$ cat config.mk
export PLATFORM = sky130hd
export DESIGN_NAME = lbs_master
export DESIGN_NICKNAME = d
export VERILOG_FILES = /design/src/rtl/lbs_pkg.sv /design/src/rtl/lbs_rd_pipe.sv /design/src/rtl/lbs_master.sv
export SDC_FILE = /design/constraint.sdc
export NUM_CORES = 1
export LEC_CHECK = 0
export ABC_AREA = 1
export CAP_MARGIN = 20
export CORE_MARGIN = 5
export CORE_UTILIZATION = 46
export DETAILED_ROUTE_END_ITERATION = 6
export PLACE_DENSITY = 0.81
export SLEW_MARGIN = 10
export SYNTH_ARGS = -nofsm -noshare
export SYNTH_HDL_FRONTEND = slang
export SYNTH_SLANG_ARGS = --single-unit
$ cat constraint.sdc
create_clock -name lbs_clk -period 1.9 [get_ports lbs_clk]
set_clock_uncertainty 0.15 [all_clocks]
set_input_delay 0.57 -clock lbs_clk [delete_from_list [all_inputs] [get_ports lbs_clk]]
set_output_delay 0.57 -clock lbs_clk [all_outputs]
set_load 0.05 [all_outputs]
$ cat src/rtl/lbs_pkg.sv
// Shared types and constants for the local-bus master and the blocks it drives.
package lbs_pkg;

    localparam int LBS_AW = 16;
    localparam int LBS_DW = 32;

    typedef enum logic [1:0] {
        IDLE     = 2'd0,
        WRITE    = 2'd1,
        RD_ISSUE = 2'd2,
        RD_DRAIN = 2'd3
    } lbs_state_e;

    // Register map of the converter top reached over this bus
    localparam logic [LBS_AW-1:0] ADDR_DUC_CMD = 16'd16000;
    localparam logic [LBS_AW-1:0] ADDR_RX_SEL  = 16'd16001;
    localparam logic [LBS_AW-1:0] ADDR_TX_SEL  = 16'd16002;
    localparam logic [LBS_AW-1:0] ADDR_LED     = 16'd16003;

endpackage

$ cat src/rtl/lbs_rd_pipe.sv
// Read-return tracker: RD_LAT+1 deep valid/last delay line with a capture register
// that samples the slave data RD_LAT cycles after each read strobe.
module lbs_rd_pipe
    import lbs_pkg::*;
#(
    parameter int RD_LAT = 1
) (
    input  logic              clk_i,
    input  logic              rst_n_i,
    input  logic              re_i,
    input  logic              last_i,
    input  logic [LBS_DW-1:0] dout_i,
    output logic              pend_nxt_o,
    output logic              rd_valid_o,
    output logic              rd_last_o,
    output logic [LBS_DW-1:0] rd_data_o
);

    logic [RD_LAT:0]   vld_q, vld_d;
    logic [RD_LAT:0]   lst_q, lst_d;
    logic [LBS_DW-1:0] data_q;

    always_comb begin
        vld_d = {vld_q[RD_LAT-1:0], re_i};
        lst_d = {lst_q[RD_LAT-1:0], re_i & last_i};
    end

    always_ff @(posedge clk_i or negedge rst_n_i) begin
        if (!rst_n_i) begin
            vld_q  <= '0;
            lst_q  <= '0;
            data_q <= '0;
        end else begin
            vld_q <= vld_d;
            lst_q <= lst_d;
            // Slave data is valid in the cycle just before the output stage
            if (vld_q[RD_LAT-1]) data_q <= dout_i;
        end
    end

    // Lets the master decide IDLE/cmd_ready from the pipeline's next contents
    assign pend_nxt_o = |vld_d;
    assign rd_valid_o = vld_q[RD_LAT];
    assign rd_last_o  = lst_q[RD_LAT];
    assign rd_data_o  = data_q;

endmodule

$ cat src/rtl/lbs_master.sv
// Local-bus master: turns a command + write-data stream into lbs_* bus cycles and
// returns read data. The write-stall abort is compiled in with LBS_MASTER_TIMEOUT_EN.
//   state    | meaning
//   IDLE     | waiting for a command (and for reads to drain)
//   WRITE    | one bus write per write-data handshake
//   RD_ISSUE | one bus read per cycle, no gaps
//   RD_DRAIN | all reads issued, waiting for the return pipeline to empty
module lbs_master
    import lbs_pkg::*;
#(
    parameter int U_DLY       = 1,
    parameter int RD_LAT      = 1,
    parameter int TIMEOUT_CYC = 1023
) (
    input  logic              lbs_clk,
    input  logic              rst_n,
    input  logic              cmd_valid,
    output logic              cmd_ready,
    input  logic              cmd_wr,
    input  logic [LBS_AW-1:0] cmd_addr,
    input  logic [7:0]        cmd_len,
    input  logic              wr_valid,
    input  logic [LBS_DW-1:0] wr_data,
    output logic              wr_ready,
    output logic              rd_valid,
    output logic [LBS_DW-1:0] rd_data,
    output logic              rd_last,
    output logic              busy,
    output logic              err_timeout,
    output logic [LBS_AW-1:0] lbs_addr,
    output logic [LBS_DW-1:0] lbs_din,
    output logic              lbs_we,
    output logic              lbs_re,
    input  logic [LBS_DW-1:0] lbs_dout
);

    // U_DLY only matters to delay-annotated simulation models; no delays are used here
    if (RD_LAT < 1 || RD_LAT > 4 || TIMEOUT_CYC < 1 || U_DLY < 0) begin : g_bad_param
        $error("lbs_master: illegal parameter value");
    end

    lbs_state_e        state_q, state_d;
    logic [LBS_AW-1:0] addr_q, addr_d;
    logic [7:0]        cnt_q, cnt_d;
    logic [LBS_AW-1:0] lbs_addr_q, lbs_addr_d;
    logic [LBS_DW-1:0] lbs_din_q, lbs_din_d;
    logic              lbs_we_q, lbs_we_d, lbs_re_q, lbs_re_d;
    logic              re_last_q, re_last_d;
    logic              cmd_ready_q, cmd_ready_d, wr_ready_q, wr_ready_d, busy_q, busy_d;
    logic              accept, wr_hs, pend_nxt, timeout_hit;

    assign accept = cmd_valid & cmd_ready_q;
    assign wr_hs  = wr_valid & wr_ready_q;

    always_ff @(posedge lbs_clk or negedge rst_n) begin
        if (!rst_n) state_q <= IDLE;
        else        state_q <= state_d;
    end

    always_comb begin
        state_d = state_q;
        unique case (state_q)
            IDLE:     if (accept) state_d = cmd_wr ? WRITE : RD_ISSUE;
            WRITE:    if ((wr_hs && cnt_q == 8'd0) || timeout_hit) state_d = IDLE;
            RD_ISSUE: if (cnt_q == 8'd0) state_d = RD_DRAIN;
            RD_DRAIN: if (!pend_nxt) state_d = IDLE;
            default:  state_d = IDLE;
        endcase
    end

    always_comb begin
        addr_d     = addr_q;
        cnt_d      = cnt_q;
        lbs_addr_d = lbs_addr_q;
        lbs_din_d  = lbs_din_q;
        lbs_we_d   = 1'b0;
        lbs_re_d   = 1'b0;
        re_last_d  = 1'b0;
        unique case (state_q)
            IDLE: if (accept) begin
                addr_d = cmd_addr;
                cnt_d  = cmd_len;
            end
            WRITE: if (wr_hs) begin
                lbs_we_d   = 1'b1;
                lbs_addr_d = addr_q;
                lbs_din_d  = wr_data;
                addr_d     = addr_q + 16'd1;
                cnt_d      = cnt_q - 8'd1;
            end
            RD_ISSUE: begin
                lbs_re_d   = 1'b1;
                lbs_addr_d = addr_q;
                re_last_d  = (cnt_q == 8'd0);
                addr_d     = addr_q + 16'd1;
                cnt_d      = cnt_q - 8'd1;
            end
            default: ;
        endcase
        cmd_ready_d = (state_d == IDLE) & ~pend_nxt;
        wr_ready_d  = (state_d == WRITE);
        busy_d      = (state_d != IDLE) | pend_nxt;
    end

    always_ff @(posedge lbs_clk or negedge rst_n) begin
        if (!rst_n) begin
            addr_q      <= '0;
            cnt_q       <= '0;
            lbs_addr_q  <= '0;
            lbs_din_q   <= '0;
            lbs_we_q    <= 1'b0;
            lbs_re_q    <= 1'b0;
            re_last_q   <= 1'b0;
            cmd_ready_q <= 1'b0;
            wr_ready_q  <= 1'b0;
            busy_q      <= 1'b0;
        end else begin
            addr_q      <= addr_d;
            cnt_q       <= cnt_d;
            lbs_addr_q  <= lbs_addr_d;
            lbs_din_q   <= lbs_din_d;
            lbs_we_q    <= lbs_we_d;
            lbs_re_q    <= lbs_re_d;
            re_last_q   <= re_last_d;
            cmd_ready_q <= cmd_ready_d;
            wr_ready_q  <= wr_ready_d;
            busy_q      <= busy_d;
        end
    end

`ifdef LBS_MASTER_TIMEOUT_EN
    localparam int SW = $clog2(TIMEOUT_CYC + 1);
    logic [SW-1:0] stall_q, stall_d;
    logic          err_q;

    // Down-counter reloaded on every handshake; terminal count aborts the burst
    always_comb begin
        stall_d     = SW'(TIMEOUT_CYC);
        timeout_hit = 1'b0;
        if (state_q == WRITE && !wr_valid) begin
            if (stall_q <= SW'(1)) timeout_hit = 1'b1;
            else                   stall_d     = stall_q - SW'(1);
        end
    end

    always_ff @(posedge lbs_clk or negedge rst_n) begin
        if (!rst_n) begin
            stall_q <= SW'(TIMEOUT_CYC);
            err_q   <= 1'b0;
        end else begin
            stall_q <= stall_d;
            err_q   <= timeout_hit;
        end
    end

    assign err_timeout = err_q;
`else
    assign timeout_hit = 1'b0;
    assign err_timeout = 1'b0;
`endif

    lbs_rd_pipe #(.RD_LAT(RD_LAT)) u_rd_pipe (
        .clk_i      (lbs_clk),
        .rst_n_i    (rst_n),
        .re_i       (lbs_re_q),
        .last_i     (re_last_q),
        .dout_i     (lbs_dout),
        .pend_nxt_o (pend_nxt),
        .rd_valid_o (rd_valid),
        .rd_last_o  (rd_last),
        .rd_data_o  (rd_data)
    );

    assign cmd_ready = cmd_ready_q;
    assign wr_ready  = wr_ready_q;
    assign busy      = busy_q;
    assign lbs_addr  = lbs_addr_q;
    assign lbs_din   = lbs_din_q;
    assign lbs_we    = lbs_we_q;
    assign lbs_re    = lbs_re_q;

endmodule
# After elaboration in Yosys (flattened, before gate mapping)
# Cells that the tools add are included.
# totals
ff_bits	116
input_bits	93
output_inout_bits	88
elab_cells	57
# op_classes
addsub	2
eq_ne	6
muxes	18
bitwise	6
n_reduce_logical	11
# ops
op	count
16-bit 2-to-1 mux	3
16-bit case mux with 3 select lines	1
16-bit case mux with 2 select lines	1
8-bit case mux with 3 select lines	1
16-bit by 1-bit adder with 16-bit output (second input constant)	1
8-bit 2-to-1 mux	2
2-bit 2-to-1 mux	5
8-bit zero test	1
2-bit case mux with 4 select lines	1
8-bit by 1-bit subtractor with 8-bit output (second input constant)	1
1-bit bitwise AND	4
2-bit by 1-bit equality test with 1-bit output (second input constant)	2
2-bit equality test (second input constant)	2
2-bit zero test	2
1-bit 2-to-1 mux	4
2-bit != test (second input constant)	2
2-bit AND reduction	2
2-bit nonzero test	2
3-bit AND reduction	1
3-bit nonzero test	1
2-bit OR reduction	1
1-bit logical AND	1
1-bit NOT	1
1-bit OR	1

# Depth between registers and ports, before layout
# depth
depth_word	6
mapped_depth	12
depth_no_buf	11

# Hierarchy
# A second synthesis with hierarchy kept.
# hier_totals
hier_cells	617
hier_area_um2	5211.2
# by_module_without_submodules
module	instances	cells_each	area_each_um2	seq_area_each_um2
lbs_master	1	474	3862.5	2001.9
lbs_rd_pipe	1	143	1348.8	900.9

# Worst setup path before layout
# Ideal clock, no wire load.
# synth_path
path_kind	reg2reg
start	register state_q[0]
end	register addr_q[7]
setup_ns	0.082
arrival_time_ns	1.514
required_time_ns	1.668
path_slack_ns	0.153
stages_incl_launch_ff	7
path_buffers	2
synth_period_minus_slack_ns	1.747
path_cell_list	dfrtp_1 inv_1 ha_1 buf_2 clkbuf_1 o21ai_0 a22oi_2
# synth_between
elab_chain_len	3
word_cells_on_any_way	8
classes_between	eq/ne (4); mux (1); reduce/logical (3)
# synth_rtl
element	line	rtl
start, declared	lbs_master.sv:42	lbs_state_e state_q, state_d;
start signal, assigned	lbs_master.sv:57	else state_q <= state_d;
2-bit by 1-bit equality test with 1-bit output, or another cell as far along	lbs_master.sv:79	unique case (state_q)
2-bit != test (no line) or 3-bit nonzero test (tied branches)	n/a	
3-bit AND reduction (no line)	n/a	
end signal, assigned	lbs_master.sv:118	addr_q <= addr_d;
end, declared	lbs_master.sv:43	logic [LBS_AW-1:0] addr_q, addr_d;
# Several ways; a longest one is shown, not always the timed one.
# A chain may end at the register's enable or synchronous reset.

# Worst setup path after layout
# layout_path
start	register state_q[1]
end	register addr_q[12]
# Same word-level chain as after synthesis.

==> reports/qor.yml <==
firstDrtPassIters: 7
crit_required_ps: 2060
worst_setup_path_start_kind: "register"
slowest_stage: "dfrtp_1"
finalSetupTns_ps: 0
max_stage_delay_ps: 390
grt_pass1_vias: 5235
crit_chain: "inv_2 > ha_4 > inv_1 > nand2_1 > nand3_2 > nand2_4 > inv_8 > buf_12 > nand2_1 > nand2_1 > nand2_1 > inv_1"
crit_arrival_ps: 1970
post-route-period-util_pct: 95.4
cts_tree: "yes"
instances_no_fill: 979
switching_power_uw: 7210
async_flop_share_pct: 100
num_vias: 5055
reg2reg_depth: 12
grt_pass1_wl_um: 25900
core_area_mm2: 0.0114
worstHoldPathType: "reg2reg"
p_clk_share_pct: 19.3
worst-path-max-fanout: 12
grt_usage_pct: 24.5
grtUsageMet2_pct: 42.4
drcViolationCount: 0
antenna_found_initial: 0
ir_drop_uv: 1230
fmax_ghz: 0.552
combPwrFrac_pct: 55.7
syn_nets: 726
placed_area_mm2: 0.00822
totalWireLength_um: 16600
fin_crit_ps: 1810
synth_top_cells_by_count: "nand2_1 (263), dfrtp_1 (116), inv_1 (49)"
fp.dieH_um: 117
clock_latency_ps: 410
grt_max_degree: 74
power.density_mw_per_mm2: 1890
clockBufferDepth: 2
start_util_pct: 46.5
avgRoutedWirePerCell_um: 16.9
fin_nets: 925
grtUsageMet1_pct: 28.9
finalSetupViolations: 0
reg2reg_slack_ps: 90
synth.most_common_cell: "nand2_1"
ys_ff_latch: 116
swShare_pct: 42.8
syn_area_mm2: 0.00529
synth-main-ff-cell: "dfrtp_1"
power_leakage_uw: 0.00439
synth.distinct_cells: 37
antenna_cells: 0
rsz0062_at_grt: "yes"
seq_area_frac_synth_pct: 54.9
clock_sinks: 116
fillers: 744
synth_edf_count: 0
seq_area_mm2: 0.00290
setup_slack_ps: 87.9
cts-root-buf: "clkbuf_16"
busiest_layer: "met2"
endpoint_kind: "register"
io_buffers: 179
area_growth_pct: 68.4
synth_top_area_share_pct: 54.9
dp.final_hpwl_um: 11700
synth_cells: 626
die-area_mm2: 0.0137
synthTopCellsByArea: "dfrtp_1 (55%), nand2_1 (19%), inv_1 (3.5%)"
cts.reportedPaths.clkPinSlew_ps: 50
cts_buffers: 17
htree_levels: 4
hold_depth: 0
syn_avg_cell_area_um2: 8.45
global_route.overflow_total: 0
multi_input_area_mm2: 0.00208
slew_violations: 0
hold_violations: 0
crit_top_cell: "nand2_1"
fin_hold_ws_ps: 208
dp.cells: 945
layout-drive-gt1-share_pct: 21.8
use_met3_pct: 6.79
run_status: "complete, no violations"
fin_area_mm2: 0.00891
yosysTopAreaCell: "dfrtp_1"
internal_power_uw: 9630
dieWidth_um: 117
power_frac_seq_pct: 25.1
antenna_left: 0
rows: 39
io_pins: 181
setup.worst_path.class: "reg2reg"
synth_warnings: 0
maxCapViolCount: 0
dp_slack_ps: -224
vias_per_cell: 5.16
drt-initial-drc-count: 330
place_congestion: 0.869
-- cells in the final DEF (no fill, tap or decap), types with 5 or more instances in the layout --
| master | netlist | final |
|---|---|---|
| o21ai_0 | 18 | 16 |
| inv_1 | 49 | 46 |
| buf_4 | 2 | 21 |
| clkdlybuf4s50_1 | 0 | 91 |
| nand2_1 | 263 | 261 |
| o21ai_2 | 8 | 8 |
| clkbuf_16 | 0 | 17 |
| a21oi_1 | 23 | 23 |
| o21ai_1 | 9 | 11 |
| o22ai_2 | 5 | 5 |
| dfrtp_1 | 116 | 116 |
| clkbuf_1 | 11 | 5 |
| nor2_1 | 48 | 47 |
| nand3_1 | 15 | 15 |
| buf_12 | 0 | 93 |
| nand4_1 | 5 | 5 |
-- per-stage QoR --
stage / total power, µW / utilization (%)
CTS: 16600 / 77.6
detailed placement: 13300 / 72.3
finish: 16800 / 78.4
global placement: 12900 / 72.3
floorplan: 9270 / -
global route: 17800 / 78.4
-- repair_timing --
action | in CTS | in global routing
setup endpoints to repair | 22 | 53
endpoints found under the hold margin | 43 | 0
pin swaps | 0 | 0
resized for setup | 2 | 17
hold buffers | 1 | 0
setup buffers | 0 | 3
-- cell type report --
cell class | count | area share, %
sequential | 116 | 32.6
clock inverter | 4 | 1.07
clock buffer | 26 | 5.60
tap | 143 | 2.01
timing repair buffer | 207 | 33.1
inverter | 51 | 2.26
multi-input combinational | 432 | 23.3
-- power by group through the flow --
stage                     sequential (µW)  combinational, µW  clock, µW
after floorplan                      5660               3600          0
after global placement               4160               8770          0
after detailed placement             4220               9030          0
after CTS                            4200               9160       3290
after global routing                 4330              10000       3420
final                                4220               9370       3250
-- registers in the layout (all words and copies together), names as in the netlist --
name	flops
lbs_din	32
u_rd_pipe.rd_data_o	32
addr_q	16
lbs_addr	16
cnt_q	8
state_q	2
u_rd_pipe.lst_q	2
u_rd_pipe.vld_q	2
busy	1
cmd_ready	1
lbs_re	1
lbs_we	1
re_last_q	1
wr_ready	1
-- worst paths after layout --
check                                        start                 end
worst min-delay path            u_rd_pipe.lst_q[0]  u_rd_pipe.lst_q[1]
worst min register to register  u_rd_pipe.lst_q[0]  u_rd_pipe.lst_q[1]
min in group asynchronous                    rst_n            cnt_q[4]
max in group asynchronous                    rst_n           addr_q[1]
worst max-delay path                    state_q[1]          addr_q[12]
worst max register to register          state_q[1]          addr_q[12]
-- routing by layer --
| layer | routed length [µm] | vias up |
|---|---|---|
| met2 | 8890 | 225 |
| met3 | 1080 | 35 |
| li1 | - | 2354 |
| met4 | 358 | 0 |
| met1 | 6240 | 2441 |
| met5 | 0 | - |
-- cell families after synthesis --
logic type               after synthesis  share of synthesized area (%)
AO/OA/AOI/OAI                         76                           9.56
XOR/XNOR                               3                          0.497
adder cells (fa/ha/maj)                7                           1.66
buffers and inverters                 78                           6.93
flip-flops                           116                           54.9
multiplexers                           2                          0.497
other                                  1                         0.0709
AND/OR/NAND/NOR                      343                           25.9
-- worst max-delay path: cells and delay by family, from the launching register on --
family	cells	cell delay (ps)
AND/OR/NAND/NOR	6	520
flip-flops	1	390
adder cells (fa/ha/maj)	1	190
buffers and inverters	5	450
(Power assumes the default switching activity.)
